[config.mk]
export PLATFORM = sky130hd
export DESIGN_NAME = lpm_arbiter_flat
export DESIGN_NICKNAME = d
export VERILOG_FILES = /design/src/rtl/lpm_arbiter_if.sv /design/src/rtl/lpm_arbiter.sv /design/src/flat_wrapper.sv
export SDC_FILE = /design/constraint.sdc
export NUM_CORES = 1
export LEC_CHECK = 0
export ABC_AREA = 1
export BUFFER_PORTS_ARGS = -buffer_cell sky130_fd_sc_hd__buf_4
export CORE_AREA = 4 4 130 132
export DETAILED_ROUTE_END_ITERATION = 8
export DIE_AREA = 0 0 134 136
export PLACE_DENSITY = 0.74
export SYNTH_ARGS = -nofsm -noshare
export SYNTH_HDL_FRONTEND = slang
export SYNTH_SLANG_ARGS = --single-unit
[constraint.sdc]
create_clock -name CLK -period 5.2 [get_ports CLK]
set_clock_uncertainty 0.05 [all_clocks]
set_input_delay 1.04 -clock CLK [delete_from_list [all_inputs] [get_ports CLK]]
set_output_delay 1.04 -clock CLK [all_outputs]
set_load 0.1 [all_outputs]
[src/rtl/lpm_arbiter_if.sv]
// Client, table-write and Lpm-side handshake bundle for lpm_arbiter.
// slave is the arbiter's view; master is the view of the clients and the Lpm engine.
interface lpm_arbiter_if #(
   parameter int unsigned AW = 32,
   parameter int unsigned DW = 32
);
   logic          lookup0__ENA;
   logic [DW-1:0] lookup0__x;
   logic          lookup0__RDY;
   logic          lookup1__ENA;
   logic [DW-1:0] lookup1__x;
   logic          lookup1__RDY;
   logic          result0__ENA;
   logic [DW-1:0] result0__v;
   logic          result0__RDY;
   logic          result1__ENA;
   logic [DW-1:0] result1__v;
   logic          result1__RDY;
   logic          write__ENA;
   logic [AW-1:0] write__addr;
   logic [DW-1:0] write__data;
   logic          write__RDY;
   logic          lpm_enter__ENA;
   logic [DW-1:0] lpm_enter__x;
   logic          lpm_enter__RDY;
   logic          lpm_write__ENA;
   logic [AW-1:0] lpm_write__addr;
   logic [DW-1:0] lpm_write__data;
   logic          lpm_write__RDY;
   logic          lpm_out__ENA;
   logic [DW-1:0] lpm_out__v;
   logic          lpm_out__RDY;

   modport slave (
      input  lookup0__ENA, lookup0__x, lookup1__ENA, lookup1__x,
      input  result0__RDY, result1__RDY,
      input  write__ENA, write__addr, write__data,
      input  lpm_enter__RDY, lpm_write__RDY, lpm_out__ENA, lpm_out__v,
      output lookup0__RDY, lookup1__RDY, write__RDY,
      output result0__ENA, result0__v, result1__ENA, result1__v,
      output lpm_enter__ENA, lpm_enter__x,
      output lpm_write__ENA, lpm_write__addr, lpm_write__data,
      output lpm_out__RDY
   );

   modport master (
      output lookup0__ENA, lookup0__x, lookup1__ENA, lookup1__x,
      output result0__RDY, result1__RDY,
      output write__ENA, write__addr, write__data,
      output lpm_enter__RDY, lpm_write__RDY, lpm_out__ENA, lpm_out__v,
      input  lookup0__RDY, lookup1__RDY, write__RDY,
      input  result0__ENA, result0__v, result1__ENA, result1__v,
      input  lpm_enter__ENA, lpm_enter__x,
      input  lpm_write__ENA, lpm_write__addr, lpm_write__data,
      input  lpm_out__RDY
   );
endinterface

[src/rtl/lpm_arbiter.sv]
// Shares one Lpm engine between two lookup clients and a table writer:
// round-robin lookup issue, in-order result routing via a tag FIFO, writes issued alone after a drain.
module lpm_arbiter #(
   parameter int unsigned DEPTH = 4,
   parameter int unsigned AW    = 32,
   parameter int unsigned DW    = 32
) (
   input logic          CLK,
   input logic          RST,
   lpm_arbiter_if.slave bus
);
   localparam int unsigned PW = $clog2(DEPTH);
   localparam int unsigned CW = $clog2(DEPTH + 1);
   localparam logic [CW-1:0] FULL = CW'(DEPTH);

   typedef enum logic [1:0] {RUN, DRAIN, WRITE} state_t;

   state_t         state;
   logic           prio;
   logic [CW-1:0]  count;
   logic [PW-1:0]  wr_ptr, rd_ptr;
   logic [DEPTH-1:0] tags;
   logic           buf0_v, buf1_v, wbuf_v;
   logic [DW-1:0]  buf0_x, buf1_x, wbuf_d;
   logic [AW-1:0]  wbuf_a;

   logic grant, head, issue, out_rdy, pop, wfire;

   always_comb begin
      grant   = (buf0_v && buf1_v) ? prio : buf1_v;
      head    = tags[rd_ptr];
      issue   = !RST && (state == RUN) && !wbuf_v && (buf0_v || buf1_v)
                && (count != FULL) && bus.lpm_enter__RDY;
      out_rdy = !RST && (count != '0) && (head ? bus.result1__RDY : bus.result0__RDY);
      pop     = out_rdy && bus.lpm_out__ENA;
      wfire   = !RST && (state == WRITE) && bus.lpm_write__RDY;
   end

   assign bus.lookup0__RDY    = !RST && !buf0_v;
   assign bus.lookup1__RDY    = !RST && !buf1_v;
   assign bus.write__RDY      = !RST && !wbuf_v;
   assign bus.lpm_enter__ENA  = issue;
   assign bus.lpm_enter__x    = grant ? buf1_x : buf0_x;
   assign bus.lpm_write__ENA  = wfire;
   assign bus.lpm_write__addr = wbuf_a;
   assign bus.lpm_write__data = wbuf_d;
   assign bus.lpm_out__RDY    = out_rdy;
   assign bus.result0__ENA    = pop && !head;
   assign bus.result1__ENA    = pop && head;
   assign bus.result0__v      = bus.lpm_out__v;
   assign bus.result1__v      = bus.lpm_out__v;

   always_ff @(posedge CLK) begin
      if (RST) begin
         state  <= RUN;
         prio   <= 1'b0;
         count  <= '0;
         wr_ptr <= '0;
         rd_ptr <= '0;
         buf0_v <= 1'b0;
         buf1_v <= 1'b0;
         wbuf_v <= 1'b0;
      end else begin
         if (issue) begin
            tags[wr_ptr] <= grant;
            wr_ptr       <= wr_ptr + PW'(1);
            prio         <= !grant;
         end
         if (pop)
            rd_ptr <= rd_ptr + PW'(1);
         case ({issue, pop})
            2'b10:   count <= count + CW'(1);
            2'b01:   count <= count - CW'(1);
            default: ;
         endcase

         if (bus.lookup0__ENA) begin
            buf0_v <= 1'b1;
            buf0_x <= bus.lookup0__x;
         end else if (issue && !grant) begin
            buf0_v <= 1'b0;
         end
         if (bus.lookup1__ENA) begin
            buf1_v <= 1'b1;
            buf1_x <= bus.lookup1__x;
         end else if (issue && grant) begin
            buf1_v <= 1'b0;
         end
         if (bus.write__ENA) begin
            wbuf_v <= 1'b1;
            wbuf_a <= bus.write__addr;
            wbuf_d <= bus.write__data;
         end else if (wfire) begin
            wbuf_v <= 1'b0;
         end

         // Drain starts on the edge the write is accepted, so an idle engine sees WRITE two cycles later.
         case (state)
            RUN:     if (wbuf_v || bus.write__ENA) state <= DRAIN;
            DRAIN:   if (count == '0 || (count == CW'(1) && pop)) state <= WRITE;
            WRITE:   if (wfire) state <= RUN;
            default: state <= RUN;
         endcase
      end
   end
endmodule

[src/flat_wrapper.sv]
// flat-port wrapper written by rule: the top's interface ports become plain ports
module lpm_arbiter_flat 
#(
   parameter int unsigned DEPTH = 4,
   parameter int unsigned AW    = 32,
   parameter int unsigned DW    = 32
)
  (CLK, RST, bus_lookup0__ENA, bus_lookup0__x, bus_lookup1__ENA, bus_lookup1__x, bus_result0__RDY, bus_result1__RDY, bus_write__ENA, bus_write__addr, bus_write__data, bus_lpm_enter__RDY, bus_lpm_write__RDY, bus_lpm_out__ENA, bus_lpm_out__v, bus_lookup0__RDY, bus_lookup1__RDY, bus_write__RDY, bus_result0__ENA, bus_result0__v, bus_result1__ENA, bus_result1__v, bus_lpm_enter__ENA, bus_lpm_enter__x, bus_lpm_write__ENA, bus_lpm_write__addr, bus_lpm_write__data, bus_lpm_out__RDY);
  lpm_arbiter_if #(.AW(AW), .DW(DW)) bus_i ();
  input logic CLK;
  input logic RST;
  input wire logic [$bits(bus_i.lookup0__ENA)-1:0] bus_lookup0__ENA;
  input wire logic [$bits(bus_i.lookup0__x)-1:0] bus_lookup0__x;
  input wire logic [$bits(bus_i.lookup1__ENA)-1:0] bus_lookup1__ENA;
  input wire logic [$bits(bus_i.lookup1__x)-1:0] bus_lookup1__x;
  input wire logic [$bits(bus_i.result0__RDY)-1:0] bus_result0__RDY;
  input wire logic [$bits(bus_i.result1__RDY)-1:0] bus_result1__RDY;
  input wire logic [$bits(bus_i.write__ENA)-1:0] bus_write__ENA;
  input wire logic [$bits(bus_i.write__addr)-1:0] bus_write__addr;
  input wire logic [$bits(bus_i.write__data)-1:0] bus_write__data;
  input wire logic [$bits(bus_i.lpm_enter__RDY)-1:0] bus_lpm_enter__RDY;
  input wire logic [$bits(bus_i.lpm_write__RDY)-1:0] bus_lpm_write__RDY;
  input wire logic [$bits(bus_i.lpm_out__ENA)-1:0] bus_lpm_out__ENA;
  input wire logic [$bits(bus_i.lpm_out__v)-1:0] bus_lpm_out__v;
  output wire logic [$bits(bus_i.lookup0__RDY)-1:0] bus_lookup0__RDY;
  output wire logic [$bits(bus_i.lookup1__RDY)-1:0] bus_lookup1__RDY;
  output wire logic [$bits(bus_i.write__RDY)-1:0] bus_write__RDY;
  output wire logic [$bits(bus_i.result0__ENA)-1:0] bus_result0__ENA;
  output wire logic [$bits(bus_i.result0__v)-1:0] bus_result0__v;
  output wire logic [$bits(bus_i.result1__ENA)-1:0] bus_result1__ENA;
  output wire logic [$bits(bus_i.result1__v)-1:0] bus_result1__v;
  output wire logic [$bits(bus_i.lpm_enter__ENA)-1:0] bus_lpm_enter__ENA;
  output wire logic [$bits(bus_i.lpm_enter__x)-1:0] bus_lpm_enter__x;
  output wire logic [$bits(bus_i.lpm_write__ENA)-1:0] bus_lpm_write__ENA;
  output wire logic [$bits(bus_i.lpm_write__addr)-1:0] bus_lpm_write__addr;
  output wire logic [$bits(bus_i.lpm_write__data)-1:0] bus_lpm_write__data;
  output wire logic [$bits(bus_i.lpm_out__RDY)-1:0] bus_lpm_out__RDY;
  assign bus_i.lookup0__ENA = bus_lookup0__ENA;
  assign bus_i.lookup0__x = bus_lookup0__x;
  assign bus_i.lookup1__ENA = bus_lookup1__ENA;
  assign bus_i.lookup1__x = bus_lookup1__x;
  assign bus_i.result0__RDY = bus_result0__RDY;
  assign bus_i.result1__RDY = bus_result1__RDY;
  assign bus_i.write__ENA = bus_write__ENA;
  assign bus_i.write__addr = bus_write__addr;
  assign bus_i.write__data = bus_write__data;
  assign bus_i.lpm_enter__RDY = bus_lpm_enter__RDY;
  assign bus_i.lpm_write__RDY = bus_lpm_write__RDY;
  assign bus_i.lpm_out__ENA = bus_lpm_out__ENA;
  assign bus_i.lpm_out__v = bus_lpm_out__v;
  assign bus_lookup0__RDY = bus_i.lookup0__RDY;
  assign bus_lookup1__RDY = bus_i.lookup1__RDY;
  assign bus_write__RDY = bus_i.write__RDY;
  assign bus_result0__ENA = bus_i.result0__ENA;
  assign bus_result0__v = bus_i.result0__v;
  assign bus_result1__ENA = bus_i.result1__ENA;
  assign bus_result1__v = bus_i.result1__v;
  assign bus_lpm_enter__ENA = bus_i.lpm_enter__ENA;
  assign bus_lpm_enter__x = bus_i.lpm_enter__x;
  assign bus_lpm_write__ENA = bus_i.lpm_write__ENA;
  assign bus_lpm_write__addr = bus_i.lpm_write__addr;
  assign bus_lpm_write__data = bus_i.lpm_write__data;
  assign bus_lpm_out__RDY = bus_i.lpm_out__RDY;
  lpm_arbiter #(.DEPTH(DEPTH), .AW(AW), .DW(DW)) u_core (.CLK(CLK), .RST(RST), .bus(bus_i));
endmodule
==> results.json <==
{
  "row_count": 46,
  "portBuffers": 241,
  "grt_max_degree": 66,
  "num_vias": 3760,
  "clock-sinks": 145,
  "drv_slew": 0,
  "tightestPinTransition_ns": 1.06,
  "die_h_um": 136,
  "setup_viol": 0,
  "cts_post_setup_buffers_inserted": 0,
  "synthTopCellsByCount": "edfxtp_1, nand2_1, buf_4",
  "grtUsageTotal": 0.155,
  "critical_path_class": "reg2out",
  "ant_nets": 0,
  "cts_tree": "done",
  "layout.nets": 806,
  "ios": 338,
  "period_minus_slack_ns": 3.85,
  "cap_violations": 0,
  "area_growth_pct": 38.4,
  "remaining_drc_errors": 0,
  "routed_wirelength_mm": 14.6,
  "r2r-start": "u_core.buf0_v",
  "die_area_um2": 18200,
  "gp_congestion": 0.840,
  "die_width_um": 134,
  "grt-ovfl-total": 0,
  "fmax_ghz": 0.260,
  "cts_max_level": 4,
  "synth_async_sr_flop_share": 0,
  "dr.pass1.iters": 5,
  "min_path_type": "reg2reg",
  "ys_seq_elements": 145,
  "ys_top_cells_by_area": "edfxtp_1, buf_4, nand2_1",
  "yosysTopAreaCell": "edfxtp_1",
  "synth-edff-count": 132,
  "timing.final.hold_violations": 0,
  "finalPower_uw": 3440,
  "hpwl_mm": 11.2,
  "via_per_inst": 4.39,
  "cp-startpoint": "u_core.buf0_v",
  "p_leak_uw": 0.00344,
  "netlist_instances": 437,
  "cts_resized": 0,
  "grt_pass1_vias": 3998,
  "holdBufCountCts": 0,
  "cts_buffer_depth": 2,
  "synth-seq-area-share": 0.736,
  "avgSynthCellArea_um2": 13.1,
  "status": "finished clean",
  "p_per_area_nw_per_um2": 432,
  "clk_pin_slew_ns": 0.06,
  "cp.required_ns": 4.11,
  "fin_tns_setup_ns": 0,
  "root_buffer": "clkbuf_16",
  "grt_pass1_wl_mm": 21.2,
  "yosys.area.top_type_share": 0.690,
  "first_iter_violations": 167,
  "slew_headroom": 0.290,
  "yosysUniqueCellTypes": 26,
  "syn-num-nets": 616,
  "ys.flop_type": "edfxtp_1",
  "startpoint_type": "register",
  "path_max_fanout": 38,
  "worstSetupEndpointType": "output port",
  "clk_latency_ns": 0.41,
  "fin_crit_sh": 0.741,
  "hold_start": "u_core.prio",
  "drive_above_1_share": 0.448,
  "initial_core_util": 0.365,
  "cp.arrival_ns": 2.76,
  "wire_per_inst_um": 17.1,
  "core-area_um2": 15700,
  "yosysMostFrequentCell": "edfxtp_1",
  "cts_made_buffers": 17,
  "ir_worst_vdd_v": 0.000234,
  "antenna_found_initial": 0,
  "synth_warnings": 0,
  "syn-cell-area_um2": 5740,
  "antennaDiodeCount": 0,
  "rsz0062_at_grt": "false",
  "n_fill_cell": 1361
}
==> report_power, final <==
| group | total (uW) | internal, uW | switching (uW) |
|---|---|---|---|
| combinational | 805 | 187 | 618 |
| sequential | 1390 | 1360 | 28.4 |
| clock | 1240 | 796 | 444 |
| total | 3440 | 2350 | 1090 |
==> registers in the layout, summed over array words and instances (netlist names) <==
signal / flops
u_core.wbuf_v: 1
u_core.state: 2
u_core.buf0_v: 1
u_core.bus.lpm_write__addr: 32
u_core.rd_ptr: 2
u_core.buf1_v: 1
u_core.prio: 1
u_core.bus.lpm_write__data: 32
u_core.wr_ptr: 2
u_core.buf0_x: 32
u_core.count: 3
u_core.tags: 4
u_core.buf1_x: 32
==> worst paths after layout <==
| kind | to | slack, ns | cells past startpoint |
|---|---|---|---|
| setup reg to reg | u_core.buf0_v | 2.74 | 8 |
| hold / removal | u_core.prio | 0.43 | 2 |
| hold reg to reg | u_core.prio | 0.43 | 2 |
| setup / recovery | bus_lpm_enter__x[24] | 1.35 | 7 |
==> logic make-up (layout without fill, tap and decap cells) <==
logic type / after synthesis / count (layout) / share of synthesized area
buf+inv: 105 / 308 / 0.111
compound gates: 22 / 22 / 0.0205
xor+xnor: 1 / 1 / 0.00153
fa+ha+maj: 9 / 9 / 0.0196
simple gates: 155 / 155 / 0.112
flops: 145 / 145 / 0.736
==> critical path: stages, from the launching register on <==
cell	delay (ns)
dfxtp_1	0.37
nand2_1	0.07
nand2_1	0.05
buf_4	0.30
clkinv_1	0.91
nand2_1	0.29
nand2_1	0.10
buf_4	0.24
==> per-stage QoR <==
| step | setup WS [ns] | util | hold WS, ns | area, um^2 | cells |
|---|---|---|---|---|---|
| 3_5_place_dp | 1.71 | 0.468 | 0.422 | 7350 | 824 |
| 6_report | 1.35 | 0.506 | 0.428 | 7950 | 856 |
| 3_3_place_gp | 1.78 | 0.468 | 0.405 | 7350 | 824 |
| 4_1_cts | 1.23 | 0.506 | 0.431 | 7950 | 856 |
| 2_1_floorplan | 0.754 | - | 0.394 | 5740 | 437 |
| 5_1_grt | 1.06 | 0.506 | 0.466 | 7950 | 856 |
==> layout make-up <==
class                      instances  area (um^2)  area share
sequential                       145         4220       0.531
multi-input combinational        187          905       0.114
clock buffer                      20          437      0.0549
timing repair buffer             243         1820       0.229
tap                              216          270      0.0340
clock inverter                    12          165      0.0208
inverter                          33          124      0.0156
==> layout by cell type, fill, tap and decap left out, types with 9 or more instances in the layout <==
| cell type | instances |
|---|---|
| inv_1 | 30 |
| ha_1 | 9 |
| clkbuf_16 | 17 |
| buf_4 | 243 |
| dfxtp_1 | 13 |
| o21ai_0 | 9 |
| nor2_1 | 24 |
| a21oi_1 | 9 |
| nand2_1 | 111 |
| edfxtp_1 | 132 |
==> routing by layer <==
layer / wire [um] / GRT usage / vias to the layer above / share of wire
met2: 8130 / 0.286 / 171 / 0.56
met1: 4390 / 0.137 / 1750 / 0.30
li1: - / - / 1772 / -
met3: 1420 / 0.0707 / 67 / 0.097
met5: 0 / 0 / - / 0
met4: 681 / 0.0914 / 0 / 0.047
Note: power is estimated with default switching activity, not from simulation.
